$ cat src/rtl/character_fsm.sv
// character_fsm: per-player move/attack/stun state machine feeding the fight controller.
// Define CHAR_PUSHBACK_EN to knock x_pos back by PUSHBACK on hitstun entry.
module character_fsm #(
   parameter logic [9:0] START_X    = 10'd100,
   parameter logic [9:0] Y_POS      = 10'd300,
   parameter bit         FACE_RIGHT = 1'b1,
   parameter logic [9:0] MOVE_STEP  = 10'd3,
   parameter logic [9:0] X_MIN      = 10'd0,
   parameter logic [9:0] X_MAX      = 10'd576,
   parameter logic [9:0] CHAR_W     = 10'd64,
   parameter logic [9:0] REACH      = 10'd48,
   parameter logic [9:0] DIR_REACH  = 10'd64,
   parameter logic [9:0] PUSHBACK   = 10'd16
) (
   input  logic       clk,
   input  logic       rst,
   input  logic       tick,
   input  logic       input_active,
   input  logic       btn_left,
   input  logic       btn_right,
   input  logic       btn_attack,
   input  logic [9:0] opp_x_pos,
   input  logic [3:0] opp_state,
   input  logic [4:0] load_frame,
   output logic [9:0] x_pos,
   output logic [9:0] y_pos,
   output logic [3:0] state,
   output logic [1:0] frame_state,
   output logic [4:0] frameCounter
);
   typedef enum logic [3:0] {
      S_IDLE, S_LEFT, S_RIGHT, S_ATK_START, S_ATK_ACTIVE, S_ATK_REC,
      S_DIR_START, S_DIR_ACTIVE, S_DIR_REC, S_STUN
   } state_t;
`ifdef CHAR_PUSHBACK_EN
   localparam bit PUSH_EN = 1'b1;
`else
   localparam bit PUSH_EN = 1'b0;
`endif
   state_t     state_q, nxt;
   logic [9:0] x_q, gap, lx, rx, px;
   logic [1:0] fs_q, cap_q;
   logic [4:0] fc_q, stun_q;
   logic       latch_q, l, r, a, back, opp_act, contact, accept, blocking;
   assign l = input_active & btn_left;
   assign r = input_active & btn_right;
   assign a = input_active & btn_attack;
   assign back = FACE_RIGHT ? l : r;
   assign gap = x_q >= opp_x_pos ? x_q - opp_x_pos : opp_x_pos - x_q;
   assign opp_act = opp_state == S_ATK_ACTIVE || opp_state == S_DIR_ACTIVE;
   assign contact = (opp_state == S_ATK_ACTIVE && gap <= CHAR_W + REACH) ||
                    (opp_state == S_DIR_ACTIVE && gap <= CHAR_W + DIR_REACH);
   assign accept = contact && !latch_q && state_q != S_STUN;
   assign blocking = back && (state_q == S_IDLE || state_q == S_LEFT || state_q == S_RIGHT);
   // Step candidates, clamped to the arena and then to CHAR_W separation from the opponent.
   always_comb begin
      rx = ({1'b0, x_q} + {1'b0, MOVE_STEP} > {1'b0, X_MAX}) ? X_MAX : x_q + MOVE_STEP;
      if (x_q < opp_x_pos && {1'b0, rx} + {1'b0, CHAR_W} > {1'b0, opp_x_pos}) rx = opp_x_pos - CHAR_W;
      lx = (x_q < X_MIN + MOVE_STEP) ? X_MIN : x_q - MOVE_STEP;
      if (x_q > opp_x_pos && {1'b0, lx} < {1'b0, opp_x_pos} + {1'b0, CHAR_W}) lx = opp_x_pos + CHAR_W;
      px = x_q <= opp_x_pos ? ((x_q < X_MIN + PUSHBACK) ? X_MIN : x_q - PUSHBACK)
                            : (({1'b0, x_q} + {1'b0, PUSHBACK} > {1'b0, X_MAX}) ? X_MAX : x_q + PUSHBACK);
   end
   always_comb begin
      nxt = state_q;
      case (state_q)
         S_IDLE, S_LEFT, S_RIGHT:
            nxt = (a && (l || r)) ? S_DIR_START : a ? S_ATK_START :
                  (l && !r) ? S_LEFT : (r && !l) ? S_RIGHT : S_IDLE;
         S_ATK_START:  nxt = fc_q == 5'd4  ? S_ATK_ACTIVE : state_q;
         S_ATK_ACTIVE: nxt = fc_q == 5'd1  ? S_ATK_REC    : state_q;
         S_ATK_REC:    nxt = fc_q == 5'd15 ? S_IDLE       : state_q;
         S_DIR_START:  nxt = fc_q == 5'd3  ? S_DIR_ACTIVE : state_q;
         S_DIR_ACTIVE: nxt = fc_q == 5'd2  ? S_DIR_REC    : state_q;
         S_DIR_REC:    nxt = fc_q == 5'd14 ? S_IDLE       : state_q;
         S_STUN:       nxt = stun_q == 5'd0 ? S_IDLE      : state_q;
         default:      nxt = S_IDLE;
      endcase
   end
   // Stun entry runs on clk: pulse, clear, then capture the controller's load_frame.
   always_ff @(posedge clk or posedge rst)
      if (rst) begin
         state_q <= S_IDLE;
         x_q     <= START_X;
         fs_q    <= 2'd0;
         fc_q    <= 5'd0;
         stun_q  <= 5'd0;
         latch_q <= 1'b0;
         cap_q   <= 2'd0;
      end else begin
         latch_q <= opp_act & (latch_q | contact);
         if (accept) begin
            state_q <= S_STUN;
            fc_q    <= 5'd0;
            cap_q   <= 2'd1;
            fs_q    <= blocking ? 2'd2 : 2'd1;
            if (PUSH_EN && !blocking) x_q <= px;
         end else if (cap_q == 2'd1) begin
            fs_q  <= 2'd0;
            cap_q <= 2'd2;
         end else if (cap_q == 2'd2) begin
            stun_q <= load_frame;
            cap_q  <= 2'd0;
         end else if (tick) begin
            state_q <= nxt;
            fc_q    <= nxt != state_q ? 5'd0 : fc_q == 5'd31 ? fc_q : fc_q + 5'd1;
            if (state_q == S_STUN && stun_q != 5'd0) stun_q <= stun_q - 5'd1;
            if (nxt == S_LEFT) x_q <= lx;
            else if (nxt == S_RIGHT) x_q <= rx;
         end
      end
   assign x_pos = x_q;
   assign y_pos = Y_POS;
   assign state = state_q;
   assign frame_state = fs_q;
   assign frameCounter = fc_q;
endmodule

$ cat config.mk
export PLATFORM = sky130hd
export DESIGN_NAME = character_fsm
export DESIGN_NICKNAME = d
export VERILOG_FILES = /design/src/rtl/character_fsm.sv
export SDC_FILE = /design/constraint.sdc
export NUM_CORES = 1
export LEC_CHECK = 0
export ABC_AREA = 1
export BUFFER_PORTS_ARGS = -buffer_cell sky130_fd_sc_hd__buf_2
export CAP_MARGIN = 0
export CORE_MARGIN = 2
export CORE_UTILIZATION = 44
export DETAILED_ROUTE_END_ITERATION = 12
export GPL_ROUTABILITY_DRIVEN = 0
export PLACE_DENSITY_LB_ADDON = 0.12
export SLEW_MARGIN = 15
export SYNTH_ARGS = -nofsm -noshare
export SYNTH_HDL_FRONTEND = slang
export SYNTH_SLANG_ARGS = --single-unit
$ cat constraint.sdc
create_clock -name clk -period 3.6 [get_ports clk]
set_input_delay 0.72 -clock clk [delete_from_list [all_inputs] [get_ports clk]]
set_output_delay 0.72 -clock clk [all_outputs]
set_load 0.02 [all_outputs]
# Word-level counts from Yosys, hierarchy flattened
# Cells that the tools add are included.
# word_totals
reg_bits	29
out_inout_bits	31
# op_classes
add_sub_neg	11
n_lt_le_gt_ge	9
n_eq_ne	27
mux	38
n_bitwise	8
n_reduce_logical	33
# op_table
cell	n
2-to-1 mux 10 bit	7
2-to-1 mux 5 bit	9
2-to-1 mux 4 bit	11
case mux 4 bit (8 select lines)	1
equality test 4 x 3 -> 1 bit, second input constant	6
adder 10 x 7 -> 11 bit, second input constant	2
subtractor 10 bit	2
2-to-1 mux 2 bit	9
equality test 4 x 2 -> 1 bit, second input constant	3
adder 10 x 2 -> 11 bit, second input constant	1
> comparator 11 x 10 -> 1 bit	1
> comparator 11 x 10 -> 1 bit, second input constant	1
logical AND 1 bit	11
less-than comparator 10 x 11 -> 1 bit	1
adder 10 x 2 -> 10 bit, second input constant	1
adder 10 x 7 -> 10 bit, second input constant	1
equality test 5 x 2 -> 1 bit, second input constant	2
equality test 5 x 4 -> 1 bit, second input constant	2
>= comparator 10 bit	1
> comparator 10 bit	1
<= comparator 10 x 7 -> 1 bit, second input constant	1
<= comparator 10 x 8 -> 1 bit, second input constant	1
less-than comparator 10 bit	1
less-than comparator 10 x 2 -> 1 bit, second input constant	1
30 further kinds	49

# Depth between registers and ports, before layout
# logic_depth
depth_word	14
depth_mapped	26
mapped_depth_nobuf	26

# Least setup slack after synthesis
# Ideal clock, no wire load.
# synth_timing
path_type	flip-flop to flip-flop
from	register x_q[0] (netlist: x_pos[0])
to	register x_q[4] (netlist: x_pos[4])
setup_ns	0.073
t_arrival_ns	3.055
required_ns	3.527
path_slack_ns	0.472
stages_incl_launch_ff	25
path_buffers	1
synth_period_minus_slack_ns	3.128
cell_sequence	dfrtp_1 -> inv_1 -> ha_1 -> nor2_1 -> nand3_1 -> nand2_1 -> nand2_1 -> nor2_1 -> nand2_1 -> nand2_4 -> nand2_1 -> nor2_1 -> nand2_1 -> nand2_1 -> inv_1 -> ha_1 -> nand2_1 -> nor3_1 -> nand4_1 -> nand2_1 -> inv_1 -> buf_4 -> nand3_1 -> nand3_1 -> a21oi_2
# synth_via
elab_chain_len	9
word_cells_on_any_way	31
# synth_rtl
element	line_no	rtl
from (decl)	41	logic [9:0] x_q, gap, lx, rx, px;
from (signal assigned)	97	if (PUSH_EN && !blocking) x_q <= px;
from (signal assigned)	108	if (nxt == S_LEFT) x_q <= lx;
from (signal assigned)	109	else if (nxt == S_RIGHT) x_q <= rx;
adder 10 x 2 -> 11 bit (tied with other cells)	57	rx = ({1'b0, x_q} + {1'b0, MOVE_STEP} > {1'b0, X_MAX}) ? X_MAX : x_q + MOVE_STEP;
> comparator 11 x 10 -> 1 bit or 2-to-1 mux 10 bit (tied branches)	57, 49	
2-to-1 mux 10 bit (tied with other cells)	57	
adder 10 x 7 -> 11 bit (tied with other cells)	58	if (x_q < opp_x_pos && {1'b0, rx} + {1'b0, CHAR_W} > {1'b0, opp_x_pos}) rx = opp_x_pos - CHAR_W;
> comparator 11 x 10 -> 1 bit or logical OR 1 bit (tied branches)	58, 51	
logical AND 1 bit (on tied branches)	58, 53	
2-to-1 mux 10 bit or logical AND 1 bit (tied branches)	58, 53	
2-to-1 mux 10 bit or NOT 1 bit (tied branches)	-	
2-to-1 mux 10 bit or AND reduction 5 bit (tied branches)	-	
# Several ways; a longest one is shown, not always the timed one. The select of a mux whose other input is x is not followed.
# A chain may end at the register's enable or synchronous reset.

# Worst setup path after layout
# layout_timing
from	register x_q[3] (netlist: x_pos[3])
to	register x_q[7] (netlist: x_pos[7])
# Same word-level chain as after synthesis.

==> flow_summary.ini <==
[critical_path]
startpoint_type = flop
cp_max_fo = 8
path_class = flop to flop
reg2reg_from = x_pos[3]$_DFFE_PP0P_
cp.arrival_ns = 3.51
crit_start = x_pos[3]$_DFFE_PP0P_
crit_required_ns = 3.81
worstSetupEndpointType = flop

[routing]
ant_nets = 0
drt-pass1-iter-count = 5
wl_per_cell_um = 14.0
drtIter0Drc = 245
routed_via_density = 5.20
post-route-drc-count = 0
routed_wl_um = 12800
num_vias = 4755

[global_route]
antenna_found_initial = 0
grt_overflow_total = 0
first_global_vias = 4420
track_usage_pct = 23.7
grt_pass1_wl_um = 21100
grt_start_max_net_pins = 30

[sta]
slew_headroom_pct = 58.1
finalWorstSetupSlack_ns = 0.303
final_max_slew_viol_count = 0
fmax_mhz = 303
fin_tns_setup_ns = 0
final.min_clock_period_ns = 3.30
skew_ns = 0.00630
hold_viol_final = 0
worst_pin_slew_ns = 0.627
setup_viol = 0
finalCritPeriodShare_pct = 91.6

[power]
ir_worst_vdd_v = 0.000336
powerDensity_nw_per_um2 = 946
p_leak_nw = 2.86

[clock_tree]
clk_pin_slew_ns = 0.07
insertion_delay_ns = 0.28
cts_tree = built
clockRootBuffer = clkbuf_8
h-tree-depth = 2
numCtsBuffers = 5
clockBufferDepth = 2
clock-sinks = 29
hold_buffers = 0

[final_layout]
area_growth_pct = 15.6
drive_gt1_share_pct = 17.8
regArea_um2 = 729
antenna_cells = 0
multiInputGateArea_um2 = 3120
final.fill_count = 1058
num-nets-final = 857

[placed_design]
place_ws_ns = 0.0926
hpwl_um = 10600
io_buffers = 46

[run_status]
status = complete, no violations

[logic_synthesis]
synthesis.area_um2 = 4380
synthCells = 708
ys_seq_area_share_pct = 16.7
yosysTopAreaCell = dfrtp_1
yosysUniqueCellTypes = 45
ys_warn_count = 0
synthTopCellsByArea = dfrtp_1 15%, ha_1 15%, nand2_1 14%, inv_1 10%, nor2_1 6.7%
synth.top_cell.area_share_pct = 14.9
avgSynthCellArea_um2 = 6.18
synth-seq-cells = 29

[worst_hold_path]
hp-class = input pin to async pin

[die]
die_h_um = 104
num_rows = 36
core_um2 = 9730
die-area_um2 = 10800
start_util_pct = 45.0
io_pins = 57
die_w_um = 104

[job]
max_cap_viol_count = 0
[critical path: stages, from the launching register on]
cell	delay [ns]
dfrtp_1	0.54
nand2_1	0.19
nor2_2	0.21
nand4_1	0.14
a21o_1	0.19
nand2_2	0.08
nand2_4	0.06
buf_4	0.16
nand2_1	0.10
nand2_1	0.06
nand2_1	0.05
inv_1	0.04
ha_1	0.28
nand2_1	0.08
nor3_1	0.18
nand4_1	0.12
nand2_1	0.07
inv_1	0.13
buf_4	0.19
nand3_1	0.07
nand3_1	0.14
a21oi_2	0.15
[where the power goes]
part	leakage [nW]	switching [mW]	internal (mW)	total [mW]
Sequential	0.358	0.210	0.474	0.684
Clock	0.0542	0.128	0.173	0.300
Combinational	2.45	2.41	1.39	3.80
Total	2.86	2.75	2.04	4.78
[routing by layer]
metal	track usage [%]	wire [µm]	vias up
met4	6.47	289	0
met3	3.21	567	28
li1	-	-	2401
met1	31.9	6120	2191
met5	0	0	-
met2	40.0	5860	135
[cell type report]
| cell class | instances | share of cell area (%) |
|---|---|---|
| repair buffers | 78 | 9.30 |
| multi-input cells | 543 | 61.7 |
| clock buffers | 7 | 1.90 |
| clock inverters | 1 | 0.0990 |
| inverters | 122 | 9.10 |
| repair inverters | 1 | 0.148 |
| well taps | 133 | 3.29 |
| flip-flops and latches | 29 | 14.4 |
[cells by family (layout without fill, tap and decap cells)]
family / count (synthesis) / in the layout / share of synthesized area (%)
muxes: 2 / 2 / 0.457
AOI/OAI and AO/OA: 128 / 128 / 17.3
DFF: 29 / 29 / 16.7
buffers and inverters: 144 / 209 / 13.9
adders and majority gates: 51 / 51 / 14.6
and+or+nand+nor: 336 / 336 / 33.7
xor gates and xnor gates: 16 / 16 / 3.20
other: 2 / 10 / 0.172
[through the flow]
stage	hold slack (ns)	total power, mW	cell area (µm²)	std cells	utilization [%]
after global routing	0.559	5.31	5060	914	52.0
final	0.508	4.78	5060	914	52.0
after floorplan	0.463	3.30	4410	716	-
after global placement	0.487	4.23	4870	902	50.1
after CTS	0.518	4.62	4970	910	51.1
after detailed placement	0.502	4.30	4870	902	50.1
[synthesized netlist by cell type (all sizes together)]
cell type and instances:
a211oi 1, a21boi 1, a21o 7, a21oi 56, a221oi 1, a31o 1
a31oi 1, buf 19, clkbuf 3, clkinv 2, conb 2, dfrtp 26
dfstp 3, ha 51, inv 120, mux2i 2, nand2 174, nand3 51
nand3b 1, nand4 13, nor2 84, nor3 9, nor4 2, o211a 1
o211ai 4, o21a 1, o21ai 47, o21bai 4, o31ai 2, o41ai 1
or2 2, xnor2 3, xor2 13
[placed cells by master (no fill, tap or decap), types with 7 or more instances in the layout]
| cell type | instances |
|---|---|
| nand2_1 | 164 |
| inv_1 | 114 |
| nor2_1 | 76 |
| ha_1 | 50 |
| buf_2 | 46 |
| nand3_1 | 45 |
| a21oi_1 | 44 |
| o21ai_0 | 38 |
| buf_4 | 32 |
| dfrtp_1 | 26 |
| nand4_1 | 13 |
| a21oi_2 | 12 |
| xor2_1 | 12 |
| conb_1 | 10 |
| nor3_1 | 9 |
| o21ai_1 | 9 |
| a21o_1 | 7 |
| clkbuf_8 | 7 |
[path summary, 6_finish.rpt]
kind | slack, ns | cells after the start | to
max in group asynchronous | 2.67 | 2 | x_pos[7]$_DFFE_PP0P_
worst min-delay path | 0.51 | 2 | stun_q[2]$_DFFE_PP0P_
worst max-delay path | 0.30 | 21 | x_pos[7]$_DFFE_PP0P_
worst max register to register | 0.30 | 21 | x_pos[7]$_DFFE_PP0P_
worst min register to register | 0.51 | 2 | latch_q$_DFF_PP0_
min in group clk | 0.51 | 2 | latch_q$_DFF_PP0_
[timing repair]
| action | CTS | global route |
|---|---|---|
| hold endpoints to repair | 0 | 0 |
| buffers inserted | 0 | 3 |
| setup endpoints to repair | 0 | 10 |
| gates resized for setup | 0 | 14 |
[registers in the layout (all words and copies together), names as in the netlist]
signal	flops
frame_state	2
stun_q	5
cap_q	2
state	4
frameCounter	5
x_pos	10
latch_q	1
Note: power is estimated with default switching activity, not from simulation.
